<file path="src/rtl/inst_fetch_ctrl_pkg.sv">
// Shared definitions for the instruction fetch controller.
// Contents: fetch FSM state encoding, default reset PC, instruction
// queue entry record (inst + pc + adel = 65 bits).
package inst_fetch_ctrl_pkg;

    localparam logic [31:0]  DEF_RESET_PC = 32'hbfc0_0000;
    localparam int unsigned  INST_W       = 32;
    localparam int unsigned  PC_W         = 32;
    localparam int unsigned  Q_ENTRY_W    = INST_W + PC_W + 1;

    // FETCH: issuing requests; HALT: parked after an address error
    typedef enum logic {
        ST_FETCH = 1'b0,
        ST_HALT  = 1'b1
    } fetch_state_e;

    // One instruction-queue entry
    typedef struct packed {
        logic [INST_W-1:0] inst;
        logic [PC_W-1:0]   pc;
        logic              adel;
    } q_entry_t;

endpackage

</file>
<file path="src/rtl/inst_fetch_ctrl_queue.sv">
// inst_queue: circular instruction buffer with up to two enqueues and
// two dequeues per cycle.
// Ports:
//   clk, rst        clock, async active-high reset
//   flush           empty the queue (pointers and count to zero)
//   enq_num         entries written this cycle (0..2)
//   enq_data0/1     first/second entry written at tail/tail+1
//   deq_num         entries requested for removal (3 treated as 2)
//   count           registered occupancy
//   head0/head1     entries at head and head+1
module inst_queue
    import inst_fetch_ctrl_pkg::*;
#(
    parameter int unsigned DEPTH = 8
) (
    input  logic                     clk,
    input  logic                     rst,
    input  logic                     flush,
    input  logic [1:0]               enq_num,
    input  q_entry_t                 enq_data0,
    input  q_entry_t                 enq_data1,
    input  logic [1:0]               deq_num,
    output logic [$clog2(DEPTH):0]   count,
    output q_entry_t                 head0,
    output q_entry_t                 head1
);

    localparam int unsigned PTR_W = $clog2(DEPTH);
    localparam int unsigned CNT_W = PTR_W + 1;

    q_entry_t         mem [DEPTH];
    logic [PTR_W-1:0] head_q;
    logic [PTR_W-1:0] tail_q;
    logic [CNT_W-1:0] count_q;
    logic [1:0]       deq_lim;

    // Saturate the request at 2 and never remove more than is held
    always_comb begin
        deq_lim = (deq_num == 2'd3) ? 2'd2 : deq_num;
        if (CNT_W'(deq_lim) > count_q) begin
            deq_lim = count_q[1:0];
        end
    end

    // Pointer and occupancy registers
    always_ff @(posedge clk or posedge rst) begin
        if (rst) begin
            head_q  <= '0;
            tail_q  <= '0;
            count_q <= '0;
        end else if (flush) begin
            head_q  <= '0;
            tail_q  <= '0;
            count_q <= '0;
        end else begin
            head_q  <= head_q + PTR_W'(deq_lim);
            tail_q  <= tail_q + PTR_W'(enq_num);
            count_q <= count_q + CNT_W'(enq_num) - CNT_W'(deq_lim);
        end
    end

    // Storage writes; contents need no reset since count gates validity
    always_ff @(posedge clk) begin
        if (!flush) begin
            if (enq_num != 2'd0) begin
                mem[tail_q] <= enq_data0;
            end
            if (enq_num >= 2'd2) begin
                mem[tail_q + PTR_W'(1)] <= enq_data1;
            end
        end
    end

    assign count = count_q;
    assign head0 = mem[head_q];
    assign head1 = mem[head_q + PTR_W'(1)];

endmodule

</file>
<file path="src/rtl/inst_fetch_ctrl.sv">
// inst_fetch_ctrl: instruction fetch sequencer feeding a dual-issue decode
// stage through an instruction queue.
// Ports:
//   clk, rst                  clock, async active-high reset
//   redirect, redirect_pc     flush queue and restart fetch at redirect_pc
//   inst_sram_en/addr         fetch request (8-byte aligned address)
//   inst_sram_rdata           response for the previous cycle's request
//   deq_num                   instructions consumed by decode (0..2)
//   out_valid1/2, out_inst1/2, out_pc1/2, out_adel1/2
//                             head and second queue entries
module inst_fetch_ctrl
    import inst_fetch_ctrl_pkg::*;
#(
    parameter int unsigned QDEPTH   = 8,
    parameter logic [31:0] RESET_PC = DEF_RESET_PC
) (
    input  logic        clk,
    input  logic        rst,
    input  logic        redirect,
    input  logic [31:0] redirect_pc,
    output logic        inst_sram_en,
    output logic [31:0] inst_sram_addr,
    input  logic [63:0] inst_sram_rdata,
    input  logic [1:0]  deq_num,
    output logic        out_valid1,
    output logic        out_valid2,
    output logic [31:0] out_inst1,
    output logic [31:0] out_inst2,
    output logic [31:0] out_pc1,
    output logic [31:0] out_pc2,
    output logic        out_adel1,
    output logic        out_adel2
);

    localparam int unsigned CNT_W = $clog2(QDEPTH) + 1;
    // Headroom for count + 2 reserved + 2 requested without wrapping
    localparam int unsigned CW    = CNT_W + 1;

    fetch_state_e     state_q;
    fetch_state_e     state_d;
    logic [31:0]      fpc_q;
    logic             infl_q;
    logic             infl_single_q;
    logic [31:0]      infl_addr_q;
    logic [CNT_W-1:0] q_count;
    logic             misaligned;
    logic             room_two;
    logic             room_one;
    logic             issue_c;
    logic             adel_c;
    logic [1:0]       enq_num;
    q_entry_t         enq_data0;
    q_entry_t         enq_data1;
    q_entry_t         head0;
    q_entry_t         head1;

    assign inst_sram_addr = {fpc_q[31:3], 3'b000};
    assign misaligned     = (fpc_q[1:0] != 2'b00);

    // Space checks use the registered count; an in-flight pair is reserved
    assign room_two = (CW'(q_count) + (infl_q ? CW'(2) : CW'(0)) + CW'(2))
                      <= CW'(QDEPTH);
    assign room_one = (CW'(q_count) + CW'(1)) <= CW'(QDEPTH);

    // FSM state register
    always_ff @(posedge clk or posedge rst) begin
        if (rst) begin
            state_q <= ST_FETCH;
        end else begin
            state_q <= state_d;
        end
    end

    // FSM next state: address error parks fetch until a redirect
    always_comb begin
        state_d = state_q;
        if (redirect) begin
            state_d = ST_FETCH;
        end else if (adel_c) begin
            state_d = ST_HALT;
        end
    end

    // FSM outputs: request issue, address-error entry, queue writes
    always_comb begin
        issue_c   = 1'b0;
        adel_c    = 1'b0;
        enq_num   = 2'd0;
        enq_data0 = '0;
        enq_data1 = '0;
        if (!rst && !redirect && state_q == ST_FETCH) begin
            issue_c = !misaligned && room_two;
            adel_c  = misaligned && !infl_q && room_one;
        end
        // A redirect drops any response arriving this cycle
        if (!redirect && infl_q) begin
            if (infl_single_q) begin
                enq_num   = 2'd1;
                enq_data0 = '{inst: inst_sram_rdata[63:32],
                              pc:   infl_addr_q + 32'd4, adel: 1'b0};
            end else begin
                enq_num   = 2'd2;
                enq_data0 = '{inst: inst_sram_rdata[31:0],
                              pc:   infl_addr_q, adel: 1'b0};
                enq_data1 = '{inst: inst_sram_rdata[63:32],
                              pc:   infl_addr_q + 32'd4, adel: 1'b0};
            end
        end else if (adel_c) begin
            enq_num   = 2'd1;
            enq_data0 = '{inst: 32'd0, pc: fpc_q, adel: 1'b1};
        end
    end

    // Fetch PC and in-flight tracking
    always_ff @(posedge clk or posedge rst) begin
        if (rst) begin
            fpc_q         <= RESET_PC;
            infl_q        <= 1'b0;
            infl_single_q <= 1'b0;
            infl_addr_q   <= '0;
        end else if (redirect) begin
            fpc_q  <= redirect_pc;
            infl_q <= 1'b0;
        end else begin
            infl_q <= issue_c;
            if (issue_c) begin
                fpc_q         <= inst_sram_addr + 32'd8;
                infl_single_q <= fpc_q[2];
                infl_addr_q   <= inst_sram_addr;
            end
        end
    end

    assign inst_sram_en = issue_c;

    inst_queue #(
        .DEPTH (QDEPTH)
    ) u_queue (
        .clk       (clk),
        .rst       (rst),
        .flush     (redirect),
        .enq_num   (enq_num),
        .enq_data0 (enq_data0),
        .enq_data1 (enq_data1),
        .deq_num   (deq_num),
        .count     (q_count),
        .head0     (head0),
        .head1     (head1)
    );

    assign out_valid1 = (q_count != CNT_W'(0));
    assign out_valid2 = (q_count >= CNT_W'(2));
    assign out_inst1  = head0.inst;
    assign out_inst2  = head1.inst;
    assign out_pc1    = head0.pc;
    assign out_pc2    = head1.pc;
    assign out_adel1  = out_valid1 & head0.adel;
    assign out_adel2  = out_valid2 & head1.adel;

endmodule

</file>
<file path="config.mk">
export PLATFORM = sky130hd
export DESIGN_NAME = inst_fetch_ctrl
export DESIGN_NICKNAME = d
export VERILOG_FILES = /design/src/rtl/inst_fetch_ctrl_pkg.sv /design/src/rtl/inst_fetch_ctrl_queue.sv /design/src/rtl/inst_fetch_ctrl.sv
export SDC_FILE = /design/constraint.sdc
export NUM_CORES = 1
export LEC_CHECK = 0
export CAP_MARGIN = 20
export CORE_ASPECT_RATIO = 1.2
export CORE_UTILIZATION = 64
export DETAILED_ROUTE_END_ITERATION = 10
export PLACE_DENSITY = 0.84
export SETUP_SLACK_MARGIN = 0.05
export SYNTH_ARGS = -nofsm -noshare
export SYNTH_HDL_FRONTEND = slang
export SYNTH_HIERARCHICAL = 1
export SYNTH_SLANG_ARGS = --single-unit
</file>
<file path="constraint.sdc">
create_clock -name clk -period 19 [get_ports clk]
set_input_delay 2.85 -clock clk [delete_from_list [all_inputs] [get_ports clk]]
set_output_delay 2.85 -clock clk [all_outputs]
set_load 0.01 [all_outputs]
</file>
==> results of run 1 <==
==> routing by layer <==
metal	global-route usage [%]	vias up	wire (um)
met2	57.46	1295	47740
met5	0	-	0
li1	-	9179	-
met1	44.72	11530	35360
met4	10.88	0	2582
met3	6.374	201	8784
==> synth_stat cells, types with 3 or more instances <==
cell / count / area [um2]
o311ai_1: 3 / 26.28
and4_1: 3 / 26.28
nor3b_1: 3 / 22.52
edfxtp_1: 520 / 15610
nand4_1: 7 / 43.79
nand3_1: 14 / 70.07
nor4_1: 6 / 37.54
a22o_1: 30 / 262.8
ha_1: 16 / 200.2
inv_1: 16 / 60.06
and2_1: 65 / 406.6
clkbuf_1: 43 / 161.4
mux2i_1: 34 / 340.3
buf_2: 79 / 395.4
or2_2: 3 / 18.77
nand2b_1: 4 / 25.02
nand2_1: 125 / 469.2
nor2_1: 41 / 153.9
nor3_1: 6 / 30.03
or3_1: 3 / 18.77
o21ai_0: 15 / 75.07
fa_1: 4 / 80.08
and3_1: 6 / 37.54
dfstp_2: 9 / 236.5
buf_1: 5 / 18.77
o21ai_1: 11 / 55.05
mux2_2: 571 / 6430
buf_6: 13 / 146.4
buf_4: 65 / 488.0
o21bai_1: 4 / 30.03
nor2b_1: 8 / 50.05
xor2_1: 5 / 43.79
mux4_2: 260 / 5856
nor3_2: 3 / 30.03
nor4_2: 13 / 162.7
mux2_1: 87 / 979.7
xnor2_1: 22 / 192.7
dfrtp_1: 65 / 1627
a21o_1: 3 / 22.52
==> worst max-delay path: stages <==
cell             delay, ps
clkdlybuf4s50_1        480
or2_2                  570
or3_4                  700
inv_1                  120
clkdlybuf4s50_1        550
==> power groups by stage <==
stage               Sequential [mW]  Clock [mW]  Combinational, mW
floorplan                      1.54           0               1.28
global placement               1.59           0               1.98
detailed placement             1.59           0               2.00
CTS                            1.57        1.14               2.01
global route                   1.58        1.19               2.12
finish                         1.57        1.14               2.01
==> cell families after synthesis <==
family                     count (synthesis)
muxes                                    952
and+or+nand+nor                          322
adders and majority gates                 20
xor gates and xnor gates                  29
AOI/OAI and AO/OA                         77
DFF                                      594
buffers and inverters                    222
other                                      1
==> per-stage QoR <==
stage          setup slack, ps  std cells  hold WS (ps)  cell area (um2)
6_report                 10880       3162         495.0            40040
3_3_place_gp             10790       3057         473.5            38190
3_5_place_dp             10690       3057         478.9            38190
5_1_grt                  10810       3162         521.7            40040
4_1_cts                  10880       3161         494.4            40010
2_1_floorplan             9213       2243         459.9            35330
==> final cells by class <==
class | count | area [um2]
clock inverter | 21 | 195.2
inverter | 17 | 63.81
sequential | 594 | 17490
clock buffer | 83 | 1629
timing repair buffer | 308 | 2983
multi-input combinational | 1427 | 16780
fill | 3288 | 13950
tap | 712 | 890.9
==> final timing paths <==
kind / depth (start not counted) / endpoint / slack [ps]
hold / removal: 2 / infl_addr_q[18] / 490
hold reg to reg: 2 / infl_addr_q[18] / 490
setup / recovery: 5 / inst_sram_en / 10880
setup reg to reg: 8 / u_queue/mem[1][23] / 13980
min in group asynchronous: 2 / u_queue/count[3] / 2630
max in group asynchronous: 3 / infl_single_q / 15440
==> flip-flops by register name, indices dropped and copies added (netlist names) <==
register / flops
u_queue/mem: 520
infl_single_q: 1
u_queue/tail_q: 3
state_q: 1
u_queue/count: 4
u_queue/head_q: 3
fpc_q: 32
infl_addr_q: 29
infl_q: 1
==> layout by cell type (no fill, tap or decap), types with 27 or more instances in the layout <==
cell type	netlist	routed
mux2i_1	34	34
mux2_2	571	571
edfxtp_1	520	520
a22o_1	30	30
mux4_2	260	260
mux2_1	87	87
clkdlybuf4s50_1	0	261
dfrtp_1	65	61
and2_1	65	65
nand2_1	125	124
nor2_1	41	39
buf_4	65	45
clkbuf_16	0	61
conb_1	1	27
==> flow_metrics.env, run 1 <==
export IMPL_critPathKind="input port to output port"
export IMPL_cts_resized_gates=0
export IMPL_clockBufferDepth=3
export IMPL_relSlewSlack_pct=26.86
export IMPL_critPathCaptureType="output port"
export IMPL_power_mw=4.713
export IMPL_holdBufCountCts=0
export IMPL_worst_pin_slew_ps=1097
export IMPL_io_pins=266
export IMPL_maxClockFrequency_ghz=0.1231
export IMPL_yosysWarnings=6
export IMPL_drive_above_1_share_pct=41.55
export IMPL_cts_sinks=594
export IMPL_dp_final_hpwl_um=53830
export IMPL_pwr_share_seq_pct=33.3
export IMPL_dieHeight_um=259.0
export IMPL_hold_viol=0
export IMPL_first_pass_iters=5
export IMPL_slew_viol_final=0
export IMPL_synth_area_mux_share_pct=38.62
export IMPL_synth_seq_area_share_pct=49.61
export IMPL_worstReg2RegStart="infl_q"
export IMPL_holdCritStartpoint="infl_addr_q[18]"
export IMPL_power_frac_clock_pct=24.1
export IMPL_pwr_share_comb_pct=42.6
export IMPL_startpoint_type="input port"
export IMPL_row_count=93
export IMPL_grt_total_usage_pct=33.99
export IMPL_synth_async_sr_flop_share_pct=12.46
export IMPL_drc=0
export IMPL_fin_nets=2527
export IMPL_antenna_left=0
export IMPL_placement_io_buffers=262
export IMPL_synthXorXnorAreaFrac_pct=0.7635
export IMPL_htree_num_levels=2
export IMPL_synth_edff_count=520
export IMPL_die_area_um2=55990
export IMPL_status="completed"
export IMPL_grt_pass1_wl_um=142400
export IMPL_crit_start="rst"
export IMPL_post_route_util_pct=74.15
export IMPL_holdCritPathClass="flip-flop to flip-flop"
export IMPL_via_count=22200
export IMPL_synth_seq_cells=594
export IMPL_cts_tree="yes"
export IMPL_start_util_pct=65.25
export IMPL_wl_per_cell_um=29.87
export IMPL_grt_overflow=0
export IMPL_p_int_mw=3.232
export IMPL_clk_latency_ps=630
export IMPL_cts_setup_buffers=0
export IMPL_drtIter0Drc=2391
export IMPL_irDropWorstVdd_mv=0.1092
export IMPL_synth_compound_area_share_pct=1.623
export IMPL_synth_area_um2=35230
export IMPL_chipWidth_um=216.2
export IMPL_synth_top_family_by_area="multiplexers"
export IMPL_cp_arrival_ps=5270
export IMPL_leakage_nw=14.45
export IMPL_cp_max_fo=39
export IMPL_setup_viol_count_final=0
export IMPL_maxCapViolCount=0
export IMPL_grt_max_degree=73
export IMPL_required_ps=16150
export IMPL_wirelength_um=94460
export IMPL_powerDensity_nw_per_um2=117.7
export IMPL_antenna_found_initial=0
export IMPL_synthesis_instances=2217
export IMPL_synth_cell_type_count=63
export IMPL_clk_pin_slew_ps=60
export IMPL_coreArea_um2=53990
export IMPL_clock_skew_final_ps=16.22
export IMPL_p_sw_share_pct=31.43
export IMPL_area_growth_pct=13.64
export IMPL_place_congestion=0.8567
export IMPL_antenna_cells=0
export IMPL_fin_tns_setup_ps=0
export IMPL_viasPerCell=7.022
export IMPL_synth_area_per_cell_um2=15.89
export IMPL_grt_pass1_vias=23310
export IMPL_p_sw_mw=1.481
export IMPL_synth_simple_gate_area_share_pct=4.965
export IMPL_period_needed_ps=8123
export IMPL_numCtsBuffers=58
export IMPL_synth_ff_type="edfxtp_1"
export IMPL_cts_root_buffer="clkbuf_16"
export IMPL_synth_fa_ha_area_share_pct=0.7955
export IMPL_fin_crit_sh_pct=42.75
export IMPL_rsz0062_at_grt="false"
(Power assumes the default switching activity.)
==> inputs of run 2 (changes only) <==
- CORE_UTILIZATION: 64 -> 54
- PLACE_DENSITY: 0.84 -> 0.75
- clock period: 19 -> 6.75 ns (I/O delays scaled with it)
==> run 2 against run 1 <==
Compared with the run above:
- sequential cell count did not move
- first-iteration DRC count fell by 24%
- largest power group unchanged
- routed wire length rose by 0.98%
- critical path type is now flip-flop to output port
- die area rose by 18%
- power rose to 2.8 times the previous value
- sequential power rose to 2.8 times the previous value
==> flow_metrics.env, run 2 (synthesized netlist as in run 1, its figures left out) <==
export IMPL_status="completed"
export IMPL_via_count=21610
export IMPL_grt_overflow=0
export IMPL_largest_reg_flops=520
export IMPL_cp_arrival_ps=4230
export IMPL_critPathKind="flip-flop to output port"
export IMPL_drive_above_1_share_pct=41.64
export IMPL_hold_slack_ps=498.2
export IMPL_clock_skew_final_ps=11.42
export IMPL_crit_path_cell_trace="ha_4, xor2_4, buf_4, mux2_2, clkdlybuf4s50_1"
export IMPL_clk_pin_slew_ps=60
export IMPL_dp_final_hpwl_um=56270
export IMPL_clk_latency_ps=630
export IMPL_antenna_left=0
export IMPL_place_area_um2=38440
export IMPL_powerDensity_nw_per_um2=329.2
export IMPL_required_ps=5740
export IMPL_holdBufCountCts=0
export IMPL_cts_tree="yes"
export IMPL_startpoint_type="flip-flop"
export IMPL_drc=0
export IMPL_row_count=102
export IMPL_fin_crit_sh_pct=77.64
export IMPL_critPathCaptureType="output port"
export IMPL_power_mw=13.25
export IMPL_drtIter0Drc=1813
export IMPL_final_cell_mix="571 x mux2_2, 520 x edfxtp_1, 261 x clkdlybuf4s50_1"
export IMPL_pwr_share_comb_pct=43.1
export IMPL_grt_max_degree=149
export IMPL_coreArea_um2=64580
export IMPL_numCtsBuffers=58
export IMPL_design_area_um2=40240
export IMPL_irDropWorstVdd_mv=0.3876
export IMPL_slowest_delay_ps=1000
export IMPL_grt_pass1_wl_um=142300
export IMPL_path_buf_inv=2
export IMPL_start_util_pct=54.56
export IMPL_dp_slack_ps=1858
export IMPL_p_int_mw=9.003
export IMPL_clockBufferDepth=3
export IMPL_placement_io_buffers=262
export IMPL_power_frac_clock_pct=23.4
export IMPL_cp_num_cells=5
export IMPL_cts_resized_gates=0
export IMPL_wl_per_cell_um=29.05
export IMPL_cts_sinks=594
export IMPL_leakage_nw=14.44
export IMPL_p_sw_mw=4.245
export IMPL_grt_pass1_vias=22700
export IMPL_relSlewSlack_pct=29.13
export IMPL_maxCapViolCount=0
export IMPL_cts_setup_buffers=0
export IMPL_post_route_util_pct=62.31
export IMPL_cpMaxStageDelayCell="dfrtp_4"
export IMPL_cts_root_buffer="clkbuf_16"
export IMPL_viasPerCell=6.580
export IMPL_crit_family="buffers and inverters"
export IMPL_first_pass_iters=5
export IMPL_rsz0062_at_grt="false"
export IMPL_ff2ff_path_depth=7
export IMPL_r2r_end="u_queue/mem[5][11]"
export IMPL_antenna_cells=0
export IMPL_io_pins=266
export IMPL_crit_start="u_queue/head_q[0]"
export IMPL_fin_ws_ps=1509
export IMPL_pwr_share_seq_pct=33.5
export IMPL_crit_path_end="out_pc2[15]"
export IMPL_p_sw_share_pct=32.04
export IMPL_worstReg2RegStart="infl_q"
export IMPL_slew_viol_final=0
export IMPL_dieHeight_um=281.8
export IMPL_maxClockFrequency_ghz=0.1908
export IMPL_period_needed_ps=5241
export IMPL_antenna_found_initial=1
export IMPL_setup_viol_count_final=0
export IMPL_chipWidth_um=235.2
export IMPL_regMostFlops="u_queue/mem"
export IMPL_reg_top3="u_queue/mem: 520 flops, fpc_q: 32 flops, infl_addr_q: 29 flops"
export IMPL_ff2ff_setup_slack_ps=2970
export IMPL_final_common_cell="mux2_2"
export IMPL_htree_num_levels=2
export IMPL_area_growth_pct=14.21
export IMPL_worst_pin_slew_ps=1063
export IMPL_fin_nets=2527
export IMPL_cp_max_fo=49
export IMPL_holdCritPathClass="flip-flop to flip-flop"
export IMPL_wirelength_um=95390
export IMPL_place_congestion=0.8208
export IMPL_grt_total_usage_pct=28.85
export IMPL_hold_viol=0
export IMPL_die_area_um2=66270
==> run 2: worst min path at each step <==
| stage | start | endpoint | depth (start not counted) |
|---|---|---|---|
| 2_1_floorplan | infl_addr_q[31] | infl_addr_q[31] | 2 |
| 3_3_place_gp | infl_addr_q[14] | infl_addr_q[14] | 2 |
| 3_5_place_dp | infl_addr_q[27] | infl_addr_q[27] | 2 |
| 4_1_cts | infl_addr_q[27] | infl_addr_q[27] | 2 |
| 5_1_grt | infl_addr_q[20] | infl_addr_q[20] | 2 |
| 6_report | infl_addr_q[20] | infl_addr_q[20] | 2 |
==> run 2: power groups by stage <==
stage	sequential, mW	combinational (mW)	clock (mW)
4_1_cts	4.44	5.73	3.15
5_1_grt	4.47	5.98	3.26
3_5_place_dp	4.52	5.68	0
3_3_place_gp	4.51	5.64	0
6_report	4.44	5.70	3.10
2_1_floorplan	4.33	3.60	0
==> run 2: layout make-up <==
class                   count  area (um2)
repair buffers            308        3075
flip-flops and latches    594       17490
multi-input cells        1427       16790
clock buffers              72        1568
clock inverters            34       210.2
inverters                  17       63.81
fillers                  4689       24340
well taps                 832        1041
==> run 2: metal layers <==
metal | up-vias | part of all wire [%] | GRT usage, %
met4 | 0 | 3.0 | 9.801
met3 | 177 | 6.6 | 3.995
met5 | - | 0 | 0
li1 | 9204 | - | -
met1 | 11300 | 40 | 37.58
met2 | 931 | 50 | 49.87
==> run 2: stage by stage <==
stage / instances / TNS (ps)
2_1_floorplan: 2243 / -155900
3_3_place_gp: 3177 / 0
3_5_place_dp: 3177 / 0
4_1_cts: 3283 / 0
5_1_grt: 3284 / 0
6_report: 3284 / 0
==> run 2: worst reg2reg max path, stage by stage, from the launching register on <==
cell and delay [ps]:
dfrtp_1 360, inv_1 90, nor2_4 790, a21o_1 280, nor2_1 80, or3b_2 610, o21bai_4 620, buf_4 550
==> inputs of run 3 (changes only) <==
- clock period: 6.75 -> 4.25 ns (I/O delays scaled with it)
==> run 3 against run 2 <==
Compared with the run above:
- setup slack got worse by 1400 ps
- critical path depth unchanged
- sequential share of layout area decreased by 0.61 points
- via count increased by 1.2%
- cell count increased by 0.79%
- register-to-register slack got worse by 1900 ps
- first-iteration DRC count increased by 7.2%
- global-route usage increased by 0.49 points
- combinational power increased by 65%
- clock skew increased by 4.1 ps
- die area unchanged
- critical path type unchanged
- critical endpoint is now out_pc2[5]
- largest power group unchanged
==> flow_metrics.env, run 3 (synthesized netlist as in run 1, its figures left out) <==
export IMPL_cts_root_buffer="clkbuf_16"
export IMPL_antenna_cells=0
export IMPL_reg_top3="u_queue/mem: 520 flops, fpc_q: 32 flops, infl_addr_q: 29 flops"
export IMPL_grt_pass1_wl_um=145200
export IMPL_pwr_share_seq_pct=32.0
export IMPL_pwr_share_comb_pct=43.3
export IMPL_cp_arrival_ps=3470
export IMPL_final_cell_mix="571 x mux2_2, 520 x edfxtp_1, 261 x clkdlybuf4s50_1"
export IMPL_viasPerCell=6.605
export IMPL_antenna_found_initial=0
export IMPL_maxClockFrequency_ghz=0.2435
export IMPL_worstReg2RegStart="u_queue/count[1]"
export IMPL_regMostFlops="u_queue/mem"
export IMPL_via_count=21860
export IMPL_leakage_nw=14.72
export IMPL_top_layer_used="met4"
export IMPL_crit_start="u_queue/head_q[1]"
export IMPL_critPathCaptureType="output port"
export IMPL_cts_sinks=594
export IMPL_wirelength_um=97010
export IMPL_holdBufCountCts=0
export IMPL_area_growth_pct=15.83
export IMPL_ff2ff_setup_slack_ps=1080
export IMPL_required_ps=3610
export IMPL_wl_per_cell_um=29.31
export IMPL_critPathKind="flip-flop to output port"
export IMPL_p_sw_mw=6.870
export IMPL_maxCapViolCount=0
export IMPL_fin_nets=2551
export IMPL_clk_latency_ps=620
export IMPL_fin_cells=3310
export IMPL_p_int_mw=14.81
export IMPL_grt_overflow=0
export IMPL_relSlewSlack_pct=32.53
export IMPL_coreArea_um2=64580
export IMPL_ff2ff_path_depth=14
export IMPL_rsz0062_at_grt="false"
export IMPL_largest_reg_flops=520
export IMPL_drc=0
export IMPL_power_mw=21.68
export IMPL_setup_viol_count_final=0
export IMPL_holdCritPathClass="input port to asynchronous set/reset pin"
export IMPL_dp_final_hpwl_um=58850
export IMPL_fin_crit_sh_pct=96.63
export IMPL_startpoint_type="flip-flop"
export IMPL_final_common_cell="mux2_2"
export IMPL_antenna_left=0
export IMPL_drtIter0Drc=1943
export IMPL_wl_met2_um=49670
export IMPL_placement_io_buffers=262
export IMPL_htree_num_levels=2
export IMPL_r2r_end="infl_addr_q[24]"
export IMPL_drive_above_1_share_pct=42.21
export IMPL_slew_viol_final=0
export IMPL_dpl_cell_count=3200
export IMPL_die_area_um2=66270
export IMPL_irDropWorstVdd_mv=0.3379
export IMPL_status="completed"
export IMPL_grt_total_usage_pct=29.34
export IMPL_cts_resized_gates=0
export IMPL_power_frac_clock_pct=24.7
export IMPL_design_area_um2=40810
export IMPL_p_sw_share_pct=31.69
export IMPL_cts_tree="yes"
export IMPL_first_pass_iters=5
export IMPL_clock_skew_final_ps=15.54
export IMPL_cts_setup_buffers=0
export IMPL_grt_max_degree=74
export IMPL_fillers=4670
export IMPL_period_needed_ps=4107
export IMPL_clk_pin_slew_ps=70
export IMPL_place_congestion=0.8613
export IMPL_row_count=102
export IMPL_start_util_pct=54.56
export IMPL_place_area_um2=38850
export IMPL_grt_pass1_vias=23080
export IMPL_post_route_util_pct=63.19
export IMPL_numCtsBuffers=60
export IMPL_powerDensity_nw_per_um2=531.2
export IMPL_cp_max_fo=20
export IMPL_worst_pin_slew_ps=1011
export IMPL_io_pins=266
export IMPL_chipWidth_um=235.2
export IMPL_clockBufferDepth=3
export IMPL_dieHeight_um=281.8
export IMPL_wl_met3_um=6828
export IMPL_hold_viol=0
export IMPL_m1WireLength_um=37850
## run 3: cell count changes in the layout (fill, tap and decap cells not counted)
cell	previous run	this run
buf_12	9	27
clkbuf_8	0	7
buf_4	37	41
bufinv_16	2	6
clkbuf_1	11	17
inv_8	0	1
clkinvlp_4	4	0
clkinv_1	16	11
clkinv_2	12	6
clkinv_4	0	1
## run 3: critical path: stages (launching register included)
cell             delay [ps]
dfrtp_4                 680
ha_4                    630
buf_4                   360
mux4_2                  350
mux2_2                  310
clkdlybuf4s50_1         500
## run 3: worst max-delay path by stage
stage | to | slack (ps) | cells after the start
6_report | out_pc2[5] | 140 | 5
5_1_grt | out_pc2[15] | 60 | 5
4_1_cts | out_pc2[5] | 100 | 5
3_5_place_dp | u_queue/count[3] | 500 | 10
3_3_place_gp | u_queue/count[3] | 510 | 10
2_1_floorplan | u_queue/mem[3][0] | -370 | 8
## run 3: layout make-up
cell class / instances / area (um2) / share of cell area [%]
Timing Repair Buffer: 330 / 3466 / 8.493
Inverter: 17 / 63.81 / 0.1564
Tap cell: 832 / 1041 / 2.551
Multi-Input combinational cell: 1427 / 16790 / 41.14
Clock buffer: 85 / 1687 / 4.133
Sequential cell: 594 / 17490 / 42.86
Clock inverter: 25 / 271.5 / 0.6653
## run 3: through the flow
stage / TNS (ps) / hold WS [ps] / setup WS, ps
finish: 0 / 433.3 / 143.3
global route: 0 / 482.2 / 57.70
CTS: 0 / 395.5 / 95.22
detailed placement: 0 / 477.5 / 501.7
global placement: 0 / 471.7 / 514.5
floorplan: -95600 / 459.9 / -368.5
## run 3: metal layers
metal / vias up / track usage [%]
li1: 9244 / -
met1: 11460 / 37.81
met2: 980 / 51.59
met3: 173 / 4.181
met4: 0 / 8.890
met5: - / 0
## run 3: power by group through the flow
stage,sequential [mW],clock [mW],combinational (mW)
global placement,7.04,0,9.33
CTS,6.93,5.41,9.46
detailed placement,7.06,0,9.39
global route,6.97,5.62,9.87
floorplan,6.86,0,5.72
finish,6.93,5.35,9.40
